--- config.mk ---
export PLATFORM = sky130hd
export DESIGN_NAME = fetch_ctrl
export DESIGN_NICKNAME = d
export VERILOG_FILES = /design/src/rtl/fetch_ctrl.sv
export SDC_FILE = /design/constraint.sdc
export NUM_CORES = 1
export LEC_CHECK = 0
export BUFFER_PORTS_ARGS = -buffer_cell sky130_fd_sc_hd__buf_4
export CAP_MARGIN = 20
export CORE_ASPECT_RATIO = 0.5
export CORE_MARGIN = 2
export CORE_UTILIZATION = 47
export CTS_BUF_LIST = sky130_fd_sc_hd__clkbuf_2
export CTS_CLUSTER_DIAMETER = 150
export DETAILED_ROUTE_END_ITERATION = 12
export PLACE_DENSITY = 0.79
export SETUP_SLACK_MARGIN = 0.3
export SYNTH_ARGS = -nofsm -noshare
export SYNTH_HDL_FRONTEND = slang
export SYNTH_SLANG_ARGS = --single-unit
--- constraint.sdc ---
create_clock -name clk -period 2.3 [get_ports clk]
set_input_delay 0.115 -clock clk [delete_from_list [all_inputs] [get_ports clk]]
set_output_delay 0.115 -clock clk [all_outputs]
set_load 0.03 [all_outputs]
--- src/rtl/fetch_ctrl.sv ---
// Instruction-fetch controller: drives the PC into a combinational-read instruction
// memory, buffers fetched words in a small prefetch FIFO, and handles redirect, stall and halt.
module fetch_ctrl #(
  parameter int              PC_W     = 16,
  parameter int              INSTR_W  = 16,
  parameter int              DEPTH    = 2,
  parameter logic [PC_W-1:0] RESET_PC = '0
) (
  input  logic               clk,
  input  logic               reset,
  output logic [PC_W-1:0]    mem_pc,
  output logic               mem_en,
  input  logic [INSTR_W-1:0] mem_instr,
  input  logic               redirect,
  input  logic [PC_W-1:0]    redirect_pc,
  input  logic               halt,
  output logic               out_valid,
  output logic [INSTR_W-1:0] out_instr,
  output logic [PC_W-1:0]    out_pc,
  input  logic               out_ready,
  output logic [1:0]         dbg_state_o
);

  localparam int AW = (DEPTH > 1) ? $clog2(DEPTH) : 1;
  localparam int CW = AW + 1;
  localparam logic [CW-1:0] FULL = CW'(DEPTH);

  typedef enum logic [1:0] {
    S_FETCH  = 2'd0,
    S_STALL  = 2'd1,
    S_HALTED = 2'd2
  } state_t;

  state_t              state_q, state_d;
  logic [CW-1:0]       count_q, count_d;
  logic [AW-1:0]       wr_q, wr_d, rd_q, rd_d;
  logic [PC_W-1:0]     pc_q, pc_d;
  logic [INSTR_W-1:0]  ins_mem_q [DEPTH];
  logic [PC_W-1:0]     pcs_mem_q [DEPTH];
  logic                push, pop;

  // Handshake: the head transfers on any cycle where out_valid and out_ready are both high.
  assign out_valid   = (count_q != '0);
  assign pop         = out_valid & out_ready;
  assign push        = mem_en;
  assign mem_pc      = pc_q;
  assign out_instr   = out_valid ? ins_mem_q[rd_q] : '0;
  assign out_pc      = out_valid ? pcs_mem_q[rd_q] : '0;
  assign dbg_state_o = state_q;

  always_comb begin
    mem_en = (state_q == S_FETCH) && !redirect && !halt && !reset &&
             ((count_q < FULL) || pop);
  end

  always_comb begin
    count_d = count_q;
    wr_d    = wr_q;
    rd_d    = rd_q;
    pc_d    = pc_q;
    state_d = state_q;
    if (redirect) begin
      // Flush drops every entry, including one popped in this same cycle.
      count_d = '0;
      wr_d    = '0;
      rd_d    = '0;
      pc_d    = redirect_pc;
      state_d = halt ? S_HALTED : S_FETCH;
    end else begin
      if (push) begin
        wr_d = wr_q + AW'(1);
        pc_d = pc_q + PC_W'(1);
      end
      if (pop) rd_d = rd_q + AW'(1);
      if (push && !pop)      count_d = count_q + CW'(1);
      else if (pop && !push) count_d = count_q - CW'(1);
      if (halt) begin
        state_d = S_HALTED;
      end else begin
        case (state_q)
          S_FETCH:  if (count_d == FULL && !pop) state_d = S_STALL;
          S_STALL:  if (pop) state_d = S_FETCH;
          S_HALTED: state_d = S_FETCH;
          default:  state_d = S_FETCH;
        endcase
      end
    end
  end

  always_ff @(posedge clk or posedge reset) begin
    if (reset) begin
      state_q <= S_FETCH;
      count_q <= '0;
      wr_q    <= '0;
      rd_q    <= '0;
      pc_q    <= RESET_PC;
      for (int i = 0; i < DEPTH; i++) begin
        ins_mem_q[i] <= '0;
        pcs_mem_q[i] <= '0;
      end
    end else begin
      state_q <= state_d;
      count_q <= count_d;
      wr_q    <= wr_d;
      rd_q    <= rd_d;
      pc_q    <= pc_d;
      if (push) begin
        ins_mem_q[wr_q] <= mem_instr;
        pcs_mem_q[wr_q] <= pc_q;
      end
    end
  end

endmodule

==> Word-level counts from Yosys, hierarchy flattened <==
Index checks and enable logic that the tools add are counted.
{ "totals": {"register_bits": 86, "out_inout_bits": 52, "wordCells": 72, "input_bits": 37} }
{ "classes": {"add_sub_neg": 5, "muxes": 28, "n_reduce_logical": 19, "bitwise_logic": 3, "n_eq_ne": 4, "n_lt_le_gt_ge": 4} }
{ "ops": {"columns": ["cell", "count"], "rows": [
  ["$mux 16", 11],
  ["$bwmux 32", 2],
  ["$mux 2", 9],
  ["$add 16x1->16 const B", 1],
  ["$demux 16 s1", 1],
  ["$logic_and 1x1->1", 8],
  ["$reduce_bool 2->1", 3],
  ["$logic_not 1->1", 5],
  ["$ge 2x2->1 const B", 2],
  ["$mux 1", 4],
  ["$ne 4x3->1 const B", 1],
  ["$ne 4x4->1 const B", 1],
  ["$not 1->2", 2],
  ["$pmux 2 s2", 1],
  ["$add 1x1->1 const B", 2],
  ["$add 2x1->2 const B", 1],
  ["$eq 2x1->1 const B", 1],
  ["$eq 2x2->1 const B", 1],
  ["$logic_not 2->1", 1],
  ["$lt 2x1->1 const B", 1],
  ["$lt 2x2->1 const B", 1],
  ["$reduce_and 2->1", 1],
  ["$sub 2x1->2 const B", 1],
  ["$and 1x1->1", 1],
  ["$logic_or 1x1->1", 1]
]} }

==> Depth between registers and ports, before layout <==
Gate-level depths: netlist (run 1).
{ "depth": {"word_depth": 16, "depth_mapped": 10, "depth_no_buf": 7} }

==> Worst setup path before layout (run 1) <==
No wires, ideal clock.
{ "synth_timing": {"kind": "register to register", "startpoint": "register count_q[1]", "endpoint": "register ins_mem_q[0] (netlist bit)", "synth_period_minus_slack_ps": 2131, "path_slack_ps": 169, "setup_ps": 125, "n_path_buf": 3, "arrival_time_ps": 2006, "required_time_ps": 2175, "path_stages_with_launch": 11, "path_cell_list": "dfrtp_1 > inv_1 > ha_1 > buf_6 > nor2b_1 > buf_4 > o211ai_4 > inv_2 > nand2_2 > buf_6 > mux2_4"} }
{ "synth_via": {"elab_chain_len": 4, "elab_cells_between_ends": 5, "classes_between": "order compare: 1; bitwise: 1; reduce/logical: 3"} }
{ "synth_lines": {"columns": ["item", "line_no", "rtl"], "rows": [
  ["from (decl)", "35", "logic [CW-1:0] count_q, count_d;"],
  ["from (signal assigned)", "103", "count_q <= count_d;"],
  ["$reduce_bool 2->1", "43", "assign out_valid = (count_q != '0);"],
  ["$and 1x1->1", "44", "assign pop = out_valid & out_ready;"],
  ["$logic_or 1x1->1 (*)", "53", "((count_q < FULL) || pop);"],
  ["$logic_and 1x1->1 (*)", "52", "mem_en = (state_q == S_FETCH) && !redirect && !halt && !reset &&"],
  ["named net mem_en", "12", "output logic mem_en,"],
  ["to (signal, indexed assignment)", "108", "ins_mem_q[wr_q] <= mem_instr;"],
  ["to (decl)", "38", "logic [INSTR_W-1:0] ins_mem_q [DEPTH];"]
]} }
The timed path passes the listed nets; every way through them passes the cells marked *.
A chain may end at the register's enable or synchronous reset.

==> Final worst setup path (run 1) <==
{ "layout_timing": {"startpoint": "register count_q[1]", "endpoint": "register ins_mem_q[29] (netlist bit)"} }
{ "layout_via": {"elab_chain_len": 4, "elab_cells_between_ends": 5, "classes_between": "order compare: 1; bitwise: 1; reduce/logical: 3"} }
{ "layout_lines": {"columns": ["item", "line_no"], "rows": [
  ["$reduce_bool 2->1", "43"],
  ["$and 1x1->1", "44"],
  ["$logic_or 1x1->1 (*)", "53"],
  ["$logic_and 1x1->1 (*)", "52"]
]} }
Every way passes the cells marked *; elsewhere a longest branch is shown, timed or not.

==> results.md, run 1 <==
* Largest net degree at the start of global routing at 50
* DP Area at 5061 sq um
* Vias per cell at 5.421
* Root cell of the clock tree: clkbuf_2
* Post-Synth Adder-Cell Area at 0.5881%
* DRC viols at 0
* Xor-xnor portion of the synthesized cell area at 1.029%
* WL per Instance at 17.97 microns
* Initial DRC count at 198
* Met3 wire len at 508 microns
* Leakage power at 2.794 nW
* GPL Wtd Cong at 0.7902
* Worst hold-check path type: input pin to async pin
* Mapped Cells at 343
* Clk buf depth at 2
* Status: finished, final reports clean
* Latest clock arrival within the worst-skew pair at 550 ps
* DR pass1 iterations at 4
* Post-synthesis sequential area ratio at 50.57%
* Post-Syn Nets at 382
* Synth Warn # at 0
* Setup TNS at 0 ps
* CTS Buf Count at 9
* FF+latch count, synth at 86
* Syn Area/Cell at 12.41 sq um
* Post-Place Setup Slack at 81.70 ps
* Fmax at 0.5031 GHz
* GRT Overall Usage at 21.07%
* Final slew viol count at 0
* Critical Path RT at 2750 ps
* Core box area at 8738 sq um
* Compound-cell area share of the yosys netlist at 6.263%
* Number of global-route vias before repair at 3333
* # rows at 24
* Yosys top cell area share at 50.57%
* CTS Sinks at 86
* Grt ovf at 0
* Worst setup slack after layout at 312.5 ps
* Area Growth Syn to Fin at 40.87%
* Final core occ at 68.60%
* Clock Skews at 27.27 ps
* Max layer used: met4
* Final setup viols at 0
* Largest family of logic cells by synthesized area: multiplexers
* Worst IR Drop VDD at 0.0004070 V
* CP Max Fanout at 8
* Layout cells sized above 1 at 41.78%
* Dpl hpwl at 6144 microns
* Routed WL at 10960 microns
* Top FF cell, synth: dfrtp_1
* Startpoint Class: flop
* Power per cell area at 963.0 nW/um^2
* Initial core utilization at 48.70%
* Synth area leaders: dfrtp_1 51%, mux2_4 11%, mux2_2 8.7%
* Number of antenna violations at the first check in global routing at 0
* Final period util at 86.41%
* Number of top-level pins at 89
* Post-synthesis simple-gate area fraction at 10.70%
* Port bufs at 88
* CTS tree: yes
* Synth cell types at 48
* Cell taking the most area after synthesis: dfrtp_1
* Final Hold Fails at 0
* DIE HEIGHT at 71.29 microns
* Met1 wire length at 5027 microns
* WL met2 at 5170 microns
* Critical path endpoint category: flop
* Mux cell area share after synthesis at 27.11%
* Count leader, synth: dfrtp_1
* Slew headroom at 56.80%
* Crit path kind: flop to flop
* Fin nets at 527
* Worst Tran Pin Value at 646.7 ps
* Design area at 5995 sq um
* CP arrival at 2440 ps
* Die X at 138.6 microns
* Cell Area, Synth at 4255 sq um
* Max H-tree Level at 3
* DRT antenna net count at 0
* Synth cell count leaders: 86 x dfrtp_1, 39 x nor2_1, 33 x mux2_2
* Reg clk slew, reported paths at 220 ps
* Number of enable flip-flop cells after synthesis at 0
* First-pass GRT wire length at 16530 microns
* Ant. Diodes at 0
* Crit path time final at 1987 ps
* DR vias at 3307
* Max cap viols at 0
* RSZ-0062 raised after global routing: yes
* FFs w/ async S/R, synth at 100.0%
* Die Area at 9878 sq um
-- cell type report --
type | instances | area (sq um)
Fill cell | 631 | 2744
Timing Repair Buffer | 155 | 1419
Clock inverter | 5 | 73.82
Clock buffer | 11 | 55.05
Inverter | 6 | 31.28
Multi-Input combinational cell | 230 | 2112
Tap cell | 117 | 146.4
Sequential cell | 86 | 2157
-- cells in the final DEF (no fill, tap or decap), types with 2 or more instances in the layout --
master | Yosys | routed
buf_12 | 0 | 6
mux2i_1 | 32 | 32
or3_1 | 5 | 5
dlygate4sd3_1 | 1 | 45
nor4_1 | 2 | 2
inv_4 | 0 | 2
buf_4 | 4 | 98
o31a_1 | 2 | 2
bufinv_16 | 0 | 2
dfrtp_1 | 86 | 84
mux2_2 | 33 | 7
inv_1 | 5 | 3
nor2_1 | 39 | 38
xnor2_1 | 4 | 4
or4_1 | 2 | 2
nand3_1 | 12 | 12
nand4_1 | 2 | 2
clkbuf_16 | 0 | 3
clkbuf_2 | 0 | 11
and4_1 | 4 | 4
o21ai_0 | 5 | 5
a31oi_1 | 5 | 5
nand2b_1 | 2 | 2
buf_6 | 4 | 2
clkinv_2 | 0 | 2
o211ai_1 | 5 | 5
o311ai_0 | 4 | 4
a221o_1 | 2 | 2
nand2_1 | 15 | 15
mux2_4 | 30 | 57
o311ai_1 | 2 | 2
-- sequential cells by signal, indices dropped and copies added (netlist names) --
register	cells
wr_q	1
ins_mem_q	32
rd_q	1
mem_pc	16
dbg_state_o	2
pcs_mem_q	32
count_q	2
-- critical path: stages, from the launching register on --
cell and delay (ps):
dfrtp_1 460, inv_4 120, ha_4 200, nor2b_4 60
o211ai_4 220, buf_6 160, nor2_4 50, buf_12 140
clkbuf_16 170, mux2_4 300
-- timing repair --
| action | CTS | global route |
|---|---|---|
| setup endpoints to repair | 76 | 65 |
| hold buffers | 45 | 0 |
| endpoints found under the hold margin | 80 | 0 |
| gates cloned | 0 | 4 |
| pin swaps | 1 | 3 |
| gates resized for setup | 8 | 38 |
| buffers inserted | 5 | 4 |
-- through the flow --
stage / std cells / hold WS, ps / power (mW)
3_5_place_dp: 536 / 262.8 / 4.415
6_report: 610 / 195.7 / 5.773
3_3_place_gp: 536 / 255.8 / 4.371
5_1_grt: 610 / 200.5 / 6.051
2_1_floorplan: 343 / 234.9 / 3.701
4_1_cts: 602 / 177.9 / 5.465
-- worst paths after layout --
path / start / to / slack (ps) / cells after the start
setup reg to reg: count_q[1] / ins_mem_q[29] / 310 / 9
setup / recovery: count_q[1] / ins_mem_q[29] / 310 / 9
min in group clk: halt / dbg_state_o[1] / 260 / 2
hold reg to reg: ins_mem_q[27] / ins_mem_q[27] / 530 / 1
max in group asynchronous: reset / pcs_mem_q[15] / 1440 / 4
hold / removal: reset / count_q[1] / 200 / 3
-- logic make-up after synthesis --
logic type,after synthesis
xor gates and xnor gates,5
muxes,96
DFF,86
adders and majority gates,2
AOI/OAI and AO/OA,34
and+or+nand+nor,93
buffers and inverters,27
-- metal layers --
metal,up-vias,GRT usage (%)
li1,1525,-
met1,1659,28.08
met2,95,34.71
met3,28,4.746
met4,0,7.596
met5,-,0
-- where the power goes --
part | total [mW] | leakage [nW] | internal (mW) | switching (mW)
sequential | 2.11 | 1.09 | 1.85 | 0.252
combinational | 2.79 | 1.62 | 1.34 | 1.45
clock | 0.876 | 0.0833 | 0.362 | 0.514
(Power assumes the default switching activity.)
==> run 2, diff against run 1 <==
--- a/config.mk
+++ b/config.mk
@@ -5,7 +5,6 @@
 export SDC_FILE = /design/constraint.sdc
 export NUM_CORES = 1
 export LEC_CHECK = 0
-export BUFFER_PORTS_ARGS = -buffer_cell sky130_fd_sc_hd__buf_4
 export CAP_MARGIN = 20
 export CORE_ASPECT_RATIO = 0.5
 export CORE_MARGIN = 2
@@ -13,7 +12,9 @@
 export CTS_BUF_LIST = sky130_fd_sc_hd__clkbuf_2
 export CTS_CLUSTER_DIAMETER = 150
 export DETAILED_ROUTE_END_ITERATION = 12
-export PLACE_DENSITY = 0.79
+export DONT_BUFFER_PORTS = 1
+export HOLD_SLACK_MARGIN = 0.1
+export PLACE_DENSITY = 0.68
 export SETUP_SLACK_MARGIN = 0.3
 export SYNTH_ARGS = -nofsm -noshare
 export SYNTH_HDL_FRONTEND = slang
==> constraint.sdc (replaced) <==
create_clock -name clk -period 2.2 [get_ports clk]
set_input_delay 0.11 -clock clk [delete_from_list [all_inputs] [get_ports clk]]
set_output_delay 0.11 -clock clk [all_outputs]
set_load 0.03 [all_outputs]
==> results.md, run 2 (same netlist as run 1, synthesis figures left out) <==
* Initial core utilization at 48.70%
* Setup TNS at 0 ps
* DRT antenna net count at 0
* DRC viols at 0
* Ant. Diodes at 0
* CP max stage delay at 440 ps
* Crit-path cells: inv_2 > ha_4 > nor2b_4 > o211ai_4 > inv_4 > nand2_4 > buf_16 > mux2_4
* DR pass1 iterations at 4
* Total power at 5.579 mW
* Most common cell after layout, fill and taps aside: dfrtp_1
* Final core occ at 61.96%
* Latest clock arrival within the worst-skew pair at 560 ps
* Worst setup slack after layout at 325.3 ps
* CTS tree: yes
* Crit path kind: flop to flop
* Final setup viols at 0
* Internal power at 3.321 mW
* Final slew viol count at 0
* Worst IR Drop VDD at 0.0005832 V
* Post-Place Setup Slack at 160.3 ps
* Crit path launch: count_q[0]
* Final period util at 85.21%
* Clk buf depth at 2
* GPL Wtd Cong at 0.8987
* GRT Overall Usage at 21.57%
* Worst reg2reg path endpoint: ins_mem_q[4]
* Clock Skews at 35.30 ps
* Largest net degree at the start of global routing at 46
* R2R cell count at 8
* Sw Share at 40.48%
* Layout cells sized above 1 at 37.41%
* Grt ovf at 0
* Clock power share at 12.1%
* Number of top-level pins at 89
* WP depth at 8
* Vias per cell at 5.561
* Root cell of the clock tree: clkbuf_2
* Logic gate share of total power at 49.3%
* Initial DRC count at 197
* Max H-tree Level at 3
* Worst Path Buf+Inv at 3
* DR vias at 3103
* # rows at 24
* Critical Path RT at 2660 ps
* Crit-path slowest cell: dfrtp_1
* Fin nets at 475
* Slew headroom at 35.95%
* Max cap viols at 0
* Reg clk slew, reported paths at 220 ps
* CP arrival at 2340 ps
* Leakage power at 2.465 nW
* Port bufs at 0
* Critical path endpoint category: flop
* Area Growth Syn to Fin at 27.23%
* Cell family with most CP delay: flip-flops
* Hold Crit Depth at 3
* Die Area at 9878 sq um
* First-pass GRT wire length at 16620 microns
* CTS Sinks at 86
* Switching power at 2.258 mW
* CTS Buf Count at 9
* Startpoint Class: flop
* Critical R2R Launch: count_q[0]
* Fmax at 0.5334 GHz
* Power per cell area at 1030 nW/um^2
* Core box area at 8738 sq um
* Status: finished, final reports clean
* Dpl hpwl at 6631 microns
* Worst Setup EP: ins_mem_q[4]
* Worst R2R Setup Slack at 330 ps
* DIE HEIGHT at 71.29 microns
* RSZ-0062 raised after global routing: yes
* CP Max Fanout at 16
* Number of antenna violations at the first check in global routing at 0
* WL per Instance at 19.08 microns
* Worst hold-check path type: input pin to flop
* Number of global-route vias before repair at 3198
* Worst Tran Pin Value at 958.7 ps
* Final Hold Fails at 0
* Die X at 138.6 microns
* Routed WL at 10650 microns
* Commonest cells after routing, fill and taps aside: 83 x dfrtp_1, 56 x buf_4, 38 x nor2_1
* Seq pwr share at 38.6%
* Crit path time final at 1875 ps
==> run 2: repair_timing <==
item	4_1_cts	5_1_grt
pin swaps	1	1
hold endpoints to repair	107	0
buffers inserted	3	2
setup endpoints to repair	71	74
cloned	1	2
resized for setup	6	14
hold buffers	38	0
==> run 2: worst min path at each step <==
stage / to / start / slack (ps)
after floorplan: mem_pc[10] / redirect_pc[10] / 230
after global placement: dbg_state_o[1] / halt / 140
after detailed placement: dbg_state_o[1] / halt / 140
after CTS: mem_pc[10] / redirect / 170
after global routing: mem_pc[11] / redirect / 180
final: mem_pc[10] / redirect / 220
==> run 2: area by class of cell <==
type | instances | area, sq um
fillers | 678 | 3324
flip-flops and latches | 86 | 2156
multi-input cells | 230 | 2007
repair buffers | 103 | 994.7
well taps | 117 | 146.4
clock buffers | 11 | 55.05
inverters | 6 | 28.78
clock inverters | 5 | 26.28
==> run 2: worst reg2reg max path, delay by kind of cell, from the launching register on <==
family	cells	cell delay, ps
compound gates	1	210
buf+inv	3	420
mux	1	320
fa+ha+maj	1	200
simple gates	2	210
flops	1	440
==> run 2: per-stage QoR <==
step	cells	hold slack [ps]	instance area, sq um
global route	558	180.3	5414
global placement	496	141.8	4763
finish	558	224.9	5414
CTS	554	169.2	5299
floorplan	343	229.9	4285
detailed placement	496	142.0	4763
==> run 2: power by group through the flow <==
stage	Sequential (mW)	Clock (mW)	Combinational (mW)
floorplan	2.19	0	1.70
global placement	2.15	0	2.32
detailed placement	2.19	0	2.39
CTS	2.14	0.704	2.54
global route	2.19	0.776	2.91
finish	2.15	0.674	2.75
==> run 2: per-layer routing <==
layer  track usage [%]  part of all wire (%)  vias up
li1                  -                     -     1429
met1             27.01                    43     1553
met2             35.59                    48      105
met3             7.620                   7.1       16
met4             7.370                   1.5        0
met5                 0                     0        -
==> run 3, diff against run 2 <==
--- a/config.mk
+++ b/config.mk
@@ -15,6 +15,7 @@
 export DONT_BUFFER_PORTS = 1
 export HOLD_SLACK_MARGIN = 0.1
 export PLACE_DENSITY = 0.68
+export REMOVE_ABC_BUFFERS = 1
 export SETUP_SLACK_MARGIN = 0.3
 export SYNTH_ARGS = -nofsm -noshare
 export SYNTH_HDL_FRONTEND = slang
==> results.md, run 3 (same netlist as run 1, synthesis figures left out) <==
* Status: finished, final reports clean
* Power per cell area at 1060 nW/um^2
* Largest net degree at the start of global routing at 50
* Seq pwr share at 37.5%
* Root cell of the clock tree: clkbuf_2
* Routed WL at 10940 microns
* Commonest cells after routing, fill and taps aside: 84 x dfrtp_1, 58 x buf_4, 37 x nor2_1
* Fin nets at 477
* Design area at 5488 sq um
* Port bufs at 0
* Max H-tree Level at 3
* Worst Tran Pin Value at 954.0 ps
* Most common cell after layout, fill and taps aside: dfrtp_1
* Layout cells sized above 1 at 37.92%
* Grt ovf at 0
* CTS Buf Count at 9
* GRT Overall Usage at 22.55%
* CP Max Fanout at 18
* Internal power at 3.541 mW
* Clock Skews at 21.67 ps
* Slew headroom at 36.40%
* Ant. Diodes at 0
* DP Area at 4758 sq um
* Final slew viol count at 0
* # rows at 24
* Number of top-level pins at 89
* Critical Path RT at 2650 ps
* Switching power at 2.275 mW
* DR pass1 iterations at 4
* Die X at 138.6 microns
* Initial DRC count at 204
* Clk buf depth at 2
* Crit path kind: flop to flop
* Clock power share at 15.5%
* Final Hold Fails at 0
* DR vias at 3152
* Worst IR Drop VDD at 0.0006527 V
* Worst R2R Setup Slack at 300 ps
* Final setup viols at 0
* Final-layout fill cell count at 675
* RSZ-0062 raised after global routing: yes
* Final core occ at 62.80%
* Dpl hpwl at 6846 microns
* CP arrival at 2340 ps
* Number of global-route vias before repair at 3372
* Crit path time final at 1896 ps
* WL per Instance at 19.53 microns
* Worst hold-check path type: input pin to async pin
* DIE HEIGHT at 71.29 microns
* GPL Wtd Cong at 0.8461
* Logic gate share of total power at 47.0%
* CTS tree: yes
* First-pass GRT wire length at 17500 microns
* Initial core utilization at 48.70%
* Area Growth Syn to Fin at 28.96%
* Startpoint Class: flop
* Sw Share at 39.11%
* Latest clock arrival within the worst-skew pair at 550 ps
* Final period util at 86.20%
* CTS Sinks at 86
* Vias per cell at 5.629
* Max cap viols at 0
* Die Area at 9878 sq um
* Leakage power at 2.486 nW
* Fmax at 0.5273 GHz
* DRC viols at 0
* Reg clk slew, reported paths at 220 ps
* DRT antenna net count at 0
* Core box area at 8738 sq um
* Critical path endpoint category: flop
* Number of antenna violations at the first check in global routing at 0
-- run 3: area by class of cell --
type	instances	area, sq um	share of cell area (%)
Clock buffer	10	50.05	0.9120
Tap cell	117	146.4	2.668
Multi-Input combinational cell	230	2033	37.05
Clock inverter	6	76.32	1.391
Inverter	6	23.77	0.4332
Sequential cell	86	2157	39.31
Timing Repair Buffer	105	1001	18.24
-- run 3: worst max-delay path, cell delays in order, from the launching register on --
cell and delay, ps:
dfrtp_2 560, nor3_4 270, o211ai_4 130, buf_4 160
nor2_4 130, buf_12 180, mux2_2 350
-- run 3: final timing paths --
check / start / cells after the start / to
min in group clk: redirect_pc[2] / 2 / mem_pc[2]
min: reset / 2 / dbg_state_o[1]
max reg2reg: dbg_state_o[1] / 6 / ins_mem_q[26]
max in group asynchronous: reset / 3 / ins_mem_q[26]
max: dbg_state_o[1] / 6 / ins_mem_q[26]
min reg2reg: pcs_mem_q[31] / 1 / pcs_mem_q[31]
-- run 3: layer usage --
metal | GRT usage, % | routed length, microns
met1 | 27.85 | 4539
met3 | 6.083 | 611
met4 | 7.823 | 144
met5 | 0 | 0
met2 | 39.22 | 5642
-- run 3: power groups by stage --
stage,clock [mW],combinational (mW),sequential [mW]
detailed placement,0,2.35,2.24
finish,0.901,2.73,2.18
CTS,0.926,2.63,2.16
floorplan,0,1.52,2.27
global placement,0,2.26,2.20
global route,0.988,2.90,2.23
-- run 3: repair_timing --
| item | 4_1_cts | 5_1_grt |
|---|---|---|
| endpoints found under the hold margin | 140 | 0 |
| gates resized for setup | 17 | 13 |
| setup buffers | 7 | 2 |
| hold buffers | 36 | 0 |
| endpoints found under the setup margin | 111 | 88 |
| pin swaps | 1 | 5 |
| gates cloned | 0 | 2 |
-- run 3: stage by stage --
step	std cells	power, mW	setup TNS [ps]	setup slack (ps)	hold WS [ps]
floorplan	322	3.795	-78510	-1131	141.4
global placement	497	4.459	0	144.1	89.46
detailed placement	497	4.589	0	47.48	108.6
CTS	556	5.719	0	316.3	144.3
global route	560	6.117	0	208.7	170.0
finish	560	5.815	0	303.5	187.1
